===== config.mk =====
export PLATFORM = sky130hd
export DESIGN_NAME = instr_fetch
export DESIGN_NICKNAME = d
export VERILOG_FILES = /design/src/rtl/fetch_pkg.sv /design/src/rtl/fetch_out_reg.sv /design/src/rtl/instr_fetch.sv
export SDC_FILE = /design/constraint.sdc
export NUM_CORES = 1
export LEC_CHECK = 0
export CAP_MARGIN = 20
export CORE_ASPECT_RATIO = 2
export CORE_UTILIZATION = 40
export CTS_BUF_LIST = sky130_fd_sc_hd__clkbuf_2 sky130_fd_sc_hd__clkbuf_4 sky130_fd_sc_hd__clkbuf_8
export DETAILED_ROUTE_END_ITERATION = 12
export PLACE_DENSITY = 0.69
export SLEW_MARGIN = 40
export SYNTH_ARGS = -nofsm -noshare
export SYNTH_HDL_FRONTEND = slang
export SYNTH_HIERARCHICAL = 1
export SYNTH_SLANG_ARGS = --single-unit

===== constraint.sdc =====
create_clock -name clk_i -period 2.94 [get_ports clk_i]
set_input_delay 0.588 -clock clk_i [delete_from_list [all_inputs] [get_ports clk_i]]
set_output_delay 0.588 -clock clk_i [all_outputs]
set_load 0.01 [all_outputs]

===== src/rtl/fetch_pkg.sv =====
// Shared fetch-stage types and default widths, also used by the ROM and decode.
// Latency: n/a (types and constants only).
// Backpressure: n/a.
package fetch_pkg;

    typedef enum logic [1:0] {
        IDLE = 2'd0,
        RUN  = 2'd1,
        HALT = 2'd2
    } fetch_state_e;

    // Byte stride between consecutive instruction words.
    localparam int INSTR_BYTES = 4;

    localparam int          FETCH_ADDR_WIDTH = 8;
    localparam int          FETCH_DATA_WIDTH = 32;
    localparam int          FETCH_PC_WIDTH   = 32;
    localparam logic [31:0] FETCH_RESET_PC   = 32'h0000_0000;

endpackage


===== src/rtl/fetch_out_reg.sv =====
// Valid/ready output register with flush, reusable between pipeline stages.
// Latency: one edge from load to valid.
// Backpressure: holds its item while valid && !ready; it drains on accept unless reloaded.
//
// Ports:
//   clk, rst             clock and asynchronous active-high reset
//   flush                drop the held item (wins over load)
//   load                 capture load_data/load_pc; caller asserts only when (!valid || ready)
//   load_data, load_pc   item to capture
//   ready                consumer accepts when valid && ready
//   valid, data, pc      registered item toward the consumer
module fetch_out_reg #(
    parameter int DATA_WIDTH = 32,
    parameter int PC_WIDTH   = 32
) (
    input  logic                  clk,
    input  logic                  rst,
    input  logic                  flush,
    input  logic                  load,
    input  logic [DATA_WIDTH-1:0] load_data,
    input  logic [PC_WIDTH-1:0]   load_pc,
    input  logic                  ready,
    output logic                  valid,
    output logic [DATA_WIDTH-1:0] data,
    output logic [PC_WIDTH-1:0]   pc
);

    always_ff @(posedge clk or posedge rst) begin
        if (rst) begin
            valid <= 1'b0;
            data  <= '0;
            pc    <= '0;
        end else if (flush) begin
            // Payload is left stale; only valid matters to the consumer.
            valid <= 1'b0;
        end else if (load) begin
            valid <= 1'b1;
            data  <= load_data;
            pc    <= load_pc;
        end else if (valid && ready) begin
            valid <= 1'b0;
        end
    end

endmodule


===== src/rtl/instr_fetch.sv =====
// Fetch stage: owns the PC, addresses a combinational ROM and registers the word toward decode.
// Latency: rom_addr_o is combinational from the PC; instr_o follows one edge later; redirect costs two cycles.
// Backpressure: the output item and the PC hold while valid_o && !ready_i; halt drains the pending item then idles.
//
// Ports:
//   clk_i, rst_i               clock and asynchronous active-high reset
//   rom_addr_o / rom_data_i    word address to ROM and the word it returns
//   redirect_i, redirect_pc_i  branch/jump target load with output flush
//   halt_i                     stop issuing new fetches
//   instr_o, pc_o, valid_o     registered instruction, its byte address, and valid
//   ready_i                    downstream accept
//   fetch_count_o              number of accepted handshakes (wraps)
module instr_fetch
    import fetch_pkg::*;
#(
    parameter int                   ADDR_WIDTH = FETCH_ADDR_WIDTH,
    parameter int                   DATA_WIDTH = FETCH_DATA_WIDTH,
    parameter int                   PC_WIDTH   = FETCH_PC_WIDTH,
    parameter logic [PC_WIDTH-1:0]  RESET_PC   = FETCH_RESET_PC[PC_WIDTH-1:0]
) (
    input  logic                  clk_i,
    input  logic                  rst_i,
    output logic [ADDR_WIDTH-1:0] rom_addr_o,
    input  logic [DATA_WIDTH-1:0] rom_data_i,
    input  logic                  redirect_i,
    input  logic [PC_WIDTH-1:0]   redirect_pc_i,
    input  logic                  halt_i,
    output logic [DATA_WIDTH-1:0] instr_o,
    output logic [PC_WIDTH-1:0]   pc_o,
    output logic                  valid_o,
    input  logic                  ready_i,
    output logic [31:0]           fetch_count_o
);

    fetch_state_e        state_q;
    fetch_state_e        state_d;
    logic [PC_WIDTH-1:0] pc_q;
    logic                load;
    logic                flush;
    logic                accept;

    assign rom_addr_o = pc_q[ADDR_WIDTH+1:2];
    // A handshake completes on this edge whatever else happens, even under redirect.
    assign accept     = valid_o && ready_i;

    always_comb begin
        state_d = state_q;
        load    = 1'b0;
        flush   = 1'b0;
        if (redirect_i) begin
            // Redirect overrides halt; halt is looked at again next cycle.
            flush   = 1'b1;
            state_d = RUN;
        end else begin
            case (state_q)
                IDLE: state_d = halt_i ? HALT : RUN;
                RUN: begin
                    if (halt_i) begin
                        state_d = HALT;
                    end else begin
                        load = !valid_o || ready_i;
                    end
                end
                HALT: begin
                    if (!halt_i) begin
                        state_d = RUN;
                    end
                end
                default: state_d = IDLE;
            endcase
        end
    end

    always_ff @(posedge clk_i or posedge rst_i) begin
        if (rst_i) begin
            state_q <= IDLE;
        end else begin
            state_q <= state_d;
        end
    end

    always_ff @(posedge clk_i or posedge rst_i) begin
        if (rst_i) begin
            pc_q <= RESET_PC;
        end else if (redirect_i) begin
            pc_q <= {redirect_pc_i[PC_WIDTH-1:2], 2'b00};
        end else if (load) begin
            pc_q <= pc_q + PC_WIDTH'(INSTR_BYTES);
        end
    end

    always_ff @(posedge clk_i or posedge rst_i) begin
        if (rst_i) begin
            fetch_count_o <= '0;
        end else if (accept) begin
            fetch_count_o <= fetch_count_o + 32'd1;
        end
    end

    fetch_out_reg #(
        .DATA_WIDTH (DATA_WIDTH),
        .PC_WIDTH   (PC_WIDTH)
    ) u_out_reg (
        .clk       (clk_i),
        .rst       (rst_i),
        .flush     (flush),
        .load      (load),
        .load_data (rom_data_i),
        .load_pc   (pc_q),
        .ready     (ready_i),
        .valid     (valid_o),
        .data      (instr_o),
        .pc        (pc_o)
    );

endmodule


* Word level (Yosys, flattened, before mapping)
Cells that the tools add are included.
** Storage, ports and cells
- Logic and storage cells :: 35
- Output and inout bits :: 105
- Flip-flop bits (word level) :: 131
** Operators by class
- Equal/unequal tests :: 4
- Mux-type cells :: 14
- Add/subtract/negate cells :: 2
- Bitwise operators :: 1
- Reductions and logical operators :: 8
** Operators with widths (count)
- 32-bit two-way mux :: 2
- 32-bit by 1-bit adder with 32-bit output (second input constant) :: 1
- 32-bit by 3-bit adder with 32-bit output (second input constant) :: 1
- 2-bit two-way mux :: 4
- 1-bit two-way mux :: 7
- 3-bit != test (second input constant) :: 2
- 2-bit case mux with 3 select lines :: 1
- 2-bit AND reduction :: 2
- 3-bit nonzero test :: 1
- 2-bit by 1-bit equality test with 1-bit output (second input constant) :: 1
- 2-bit equality test (second input constant) :: 1
- 2-bit zero test :: 1
- 2-bit nonzero test :: 1
- 1-bit logical AND :: 1
- 1-bit zero test :: 1
- 1-bit logical OR :: 1
- 1-bit inverter :: 1

* Depth between registers and ports, before layout
- Word-level depth :: 7
- Depth in mapped cells :: 7
- Mapped depth without buffers :: 5

* By module
The synthesis kept the hierarchy.
** By module, submodules not included
- instr_fetch :: area an instance 3508.4 um^2, cells each 375, times used 1
- fetch_out_reg :: area an instance 2745.1 um^2, cells each 141, times used 1

* Least setup slack after synthesis
No wires, ideal clock.
- Kind :: input to register
- From :: input halt_i
- To :: register pc_q[18]
- Path buffers :: 2
- Path slack :: 539 ps
- Setup time :: 82 ps
- Arrival :: 2319 ps
- Stages :: 6
- Path through :: or3b_1 > buf_6 > or4_4 > buf_6 > or4_1 > a31oi_1
** Between the ends
- Cells in the longest elaborated chain, start to end :: 4
** Ends and longest elaborated chain
- from (decl) :: line instr_fetch.sv:27 : input logic halt_i,
- 1-bit two-way mux :: line instr_fetch.sv:58 : if (halt_i) begin
- 1-bit two-way mux :: line instr_fetch.sv:55 : case (state_q)
- 1-bit two-way mux :: line instr_fetch.sv:50 : if (redirect_i) begin
- 2-bit nonzero test (no line)
- to (signal assigned) :: line instr_fetch.sv:86 : pc_q <= {redirect_pc_i[PC_WIDTH-1:2], 2'b00};
- to (signal assigned) :: line instr_fetch.sv:88 : pc_q <= pc_q + PC_WIDTH'(INSTR_BYTES);
- to (decl) :: line instr_fetch.sv:37 : logic [PC_WIDTH-1:0] pc_q;
No other way between the ends.
A chain may end at the register's enable or synchronous reset.

* Worst setup path in the final report
- From :: input halt_i
- To :: register pc_q[19]
The elaborated chain is that of the path after synthesis.

==> impl_metrics.csv <==
group,metric,value,unit
cts,clk_path_buf_depth,2,
worst_setup_path,cp_data_arrival_time,2.73,ns
cts,cts_tree,"built",
timing,setup_viol,0,
routing,wl_per_cell,17.3,um
logic_synthesis,synth-async-reset-ratio,1.00,
die,die_w,90.4,um
logic_synthesis,synth_top_area_frac,0.516,
worst_setup_path,cpLargestDelayFamily,"simple AND/OR/NAND/NOR gates",
timing,period_needed,2.38,ns
timing,period_share,0.811,
pwr,netSwitchingPower,1.44,mW
pwr,seq_power_share,0.420,
routing,drt-initial-drc-count,186,
cts,cts_repair_resize_count,0,
outcome,status,"completed",
logic_synthesis,synth.most_common_cell,"dfrtp_1",
logic_synthesis,synthFlopType,"dfrtp_1",
global_routing,grt_overflow,0,
placement,portBuffers,171,
timing,grt_setup_unrepaired,"false",
worst_setup_path,crit_chain,"clkdlybuf4s50_1, or3b_1, or4_4, or4_1, a31oi_1",
pwr,clkPwrFrac,0.319,
placement,place.gp.congestion,0.815,
timing,skew,0.0136,ns
pwr,ir_worst_vdd,276,uV
logic_synthesis,yosys-top-cells-count,"dfrtp_1 (129), mux2_4 (60), nand2_1 (38)",
timing,setup_tns,0,ns
routing,vias,4763,
worst_setup_path,slowest_stage,"or4_4",
pwr,combPwrFrac,0.260,
placement,dp_cells,873,
worst_setup_path,r2r_cells,4,
global_routing,grt_pass1_vias,4904,
routing,drt-total-wl,15700,um
routing,vias_per_cell,5.26,
logic_synthesis,ys_top_cells_by_area,"dfrtp_1 (52%), mux2_4 (14%), xnor2_1 (4.2%)",
layout,finalCoreUtilization,0.560,
timing,max_freq,0.420,GHz
worst_setup_path,cp.buffers_inverters,1,
global_routing,grt_pass1_wl,25000,um
routing,ant_nets,0,
layout,n_antenna_cell,0,
die,rows,64,
die,start_util,0.409,
worst_setup_path,path_depth,5,
global_routing,grt_max_degree,65,
layout,stdcell_count,905,
logic_synthesis,ys_seq_area_frac,0.516,
logic_synthesis,synth.yosys.warnings,6,
timing,worstMarginPinSlew,0.585,ns
cts,clockRootBuffer,"clkbuf_8",
routing,first_pass_iters,5,
die,core_area,15300,um2
logic_synthesis,yosysUniqueCellTypes,49,
logic_synthesis,synth_edf_count,0,
worst_setup_path,crit_path_start_kind,"primary input",
cts,holdBufCountCts,0,
placement,dp_hpwl,11300,um
global_routing,antenna_found_initial,0,
logic_synthesis,syn_area_per_cell,12.1,um2
hold_path,hp-class,"in -> async",
cts,h-tree-depth,4,
worst_setup_path,critPathMaxStageDelay,0.59,ns
die,io_pins,174,
die,dieArea,16200,um2
timing,drv_slew,0,
die,fp.dieH,179,um
cts,postCtsSetupRepairBufs,0,
logic_synthesis,yosys.area.top_type,"dfrtp_1",
worst_setup_path,worstPathRequired,3.29,ns
worst_setup_path,path_class,"in -> reg",
pwr,p_int,4.07,mW
logic_synthesis,ys_seq_elements,129,
pwr,power.leakage,3.54,nW
global_routing,grt_usage,0.198,
timing,relSlewSlack,0.609,
logic_synthesis,synth_area,6250,um2
pwr,swShare,0.261,
routing,drc,0,
timing,hold_viol_final,0,
cts,clk_latency,0.43,ns
layout,nets,765,
flow_run,maxCapViolations,0,
worst_setup_path,end_kind,"register",
logic_synthesis,syn_inst,516,
cts,clkSinkCount,129,
layout,fillerInstances,1308,
pwr,powerDensity,643,nW/um2
worst_setup_path,critPathMaxFanout,13,
cts,path_clk_slew,0.08,ns
layout,drive_above_1_share,0.177,
layout,area_delta_synth_final,37.1,%
cts,cts_buffers,17,
## kinds of logic after synthesis
| family | count (synthesis) | share of synthesized area |
|---|---|---|
| AOI/OAI and AO/OA | 50 | 0.0536 |
| xor gates and xnor gates | 38 | 0.0532 |
| other | 1 | 0.000600 |
| and+or+nand+nor | 188 | 0.164 |
| buffers and inverters | 42 | 0.0532 |
| DFF | 129 | 0.516 |
| adders and majority gates | 2 | 0.00400 |
| muxes | 66 | 0.155 |
## per-layer routing
layer	wire, um	GRT usage
met3	882	0.0500
met2	8440	0.368
met4	376	0.0874
met5	0	0
met1	5960	0.210
## power by group through the flow
| stage | registers, mW | clock network (mW) | logic [mW] |
|---|---|---|---|
| after floorplan | 2.44 | 0 | 0.572 |
| after global placement | 2.33 | 0 | 1.43 |
| after detailed placement | 2.35 | 0 | 1.44 |
| after CTS | 2.32 | 1.82 | 1.45 |
| after global routing | 2.36 | 1.90 | 1.54 |
| final | 2.32 | 1.76 | 1.44 |
## final timing paths
| path | startpoint | end | slack [ns] |
|---|---|---|---|
| worst max-delay path | halt_i | pc_q[19]$_DFFE_PP0P_ | 0.56 |
| worst max register to register | pc_q[7]$_DFFE_PP0P_ | pc_q[19]$_DFFE_PP0P_ | 0.71 |
| worst min-delay path | rst_i | u_out_reg/pc[0]$_DFFE_PP0P_ | 0.46 |
| worst min register to register | fetch_count_o[31]$_DFFE_PP0P_ | fetch_count_o[31]$_DFFE_PP0P_ | 0.48 |
| min in group clk_i | fetch_count_o[31]$_DFFE_PP0P_ | fetch_count_o[31]$_DFFE_PP0P_ | 0.48 |
| max in group asynchronous | rst_i | u_out_reg/data[18]$_DFFE_PP0P_ | 1.90 |
## area by class of cell
| type | count | area, um2 | area share |
|---|---|---|---|
| Timing Repair Buffer | 189 | 1890 | 0.221 |
| Sequential cell | 129 | 3230 | 0.377 |
| Tap cell | 198 | 248 | 0.0289 |
| Clock inverter | 13 | 210 | 0.0245 |
| Inverter | 11 | 41.3 | 0.00482 |
| Clock buffer | 19 | 255 | 0.0298 |
| Multi-Input combinational cell | 346 | 2700 | 0.315 |
## registers in the layout, summed over array words and instances (netlist names)
register and flops:
pc_q 30, u_out_reg/valid 1, u_out_reg/pc 32, state_q 2
u_out_reg/data 32, fetch_count_o 32
## layout by cell type, fill, tap and decap left out, types with 5 or more instances in the layout
cell / instances
clkdlybuf4s50_1: 170
dfrtp_1: 129
mux2_4: 60
nand2_1: 38
nand4_1: 31
xnor2_1: 30
nand3_1: 26
nor2_1: 18
clkbuf_8: 18
nor3_1: 14
buf_4: 14
o21ai_0: 13
a31oi_1: 11
nor4_1: 10
o31ai_1: 10
or4_1: 8
and3_1: 8
inv_1: 8
xor2_1: 8
nor2b_1: 6
or3_1: 6
and2_1: 6
o311ai_0: 5
mux2_2: 5
bufinv_16: 5
## worst register-to-register path: stages, from the launching register on
cell and delay, ns:
dfrtp_1 0.46, nand4_1 0.28, or4_4 0.70, or4_1 0.53
a31oi_1 0.18
## stage by stage
| step | instance area [um2] | hold slack [ns] | power (mW) | setup WS (ns) |
|---|---|---|---|---|
| floorplan | 6260 | 0.497 | 3.01 | 0.539 |
| global placement | 8110 | 0.466 | 3.77 | 0.120 |
| detailed placement | 8110 | 0.465 | 3.79 | 0.115 |
| CTS | 8570 | 0.439 | 5.59 | 0.581 |
| global route | 8570 | 0.463 | 5.79 | 0.483 |
| finish | 8570 | 0.461 | 5.51 | 0.557 |
Power figures use the tool's default switching activity.
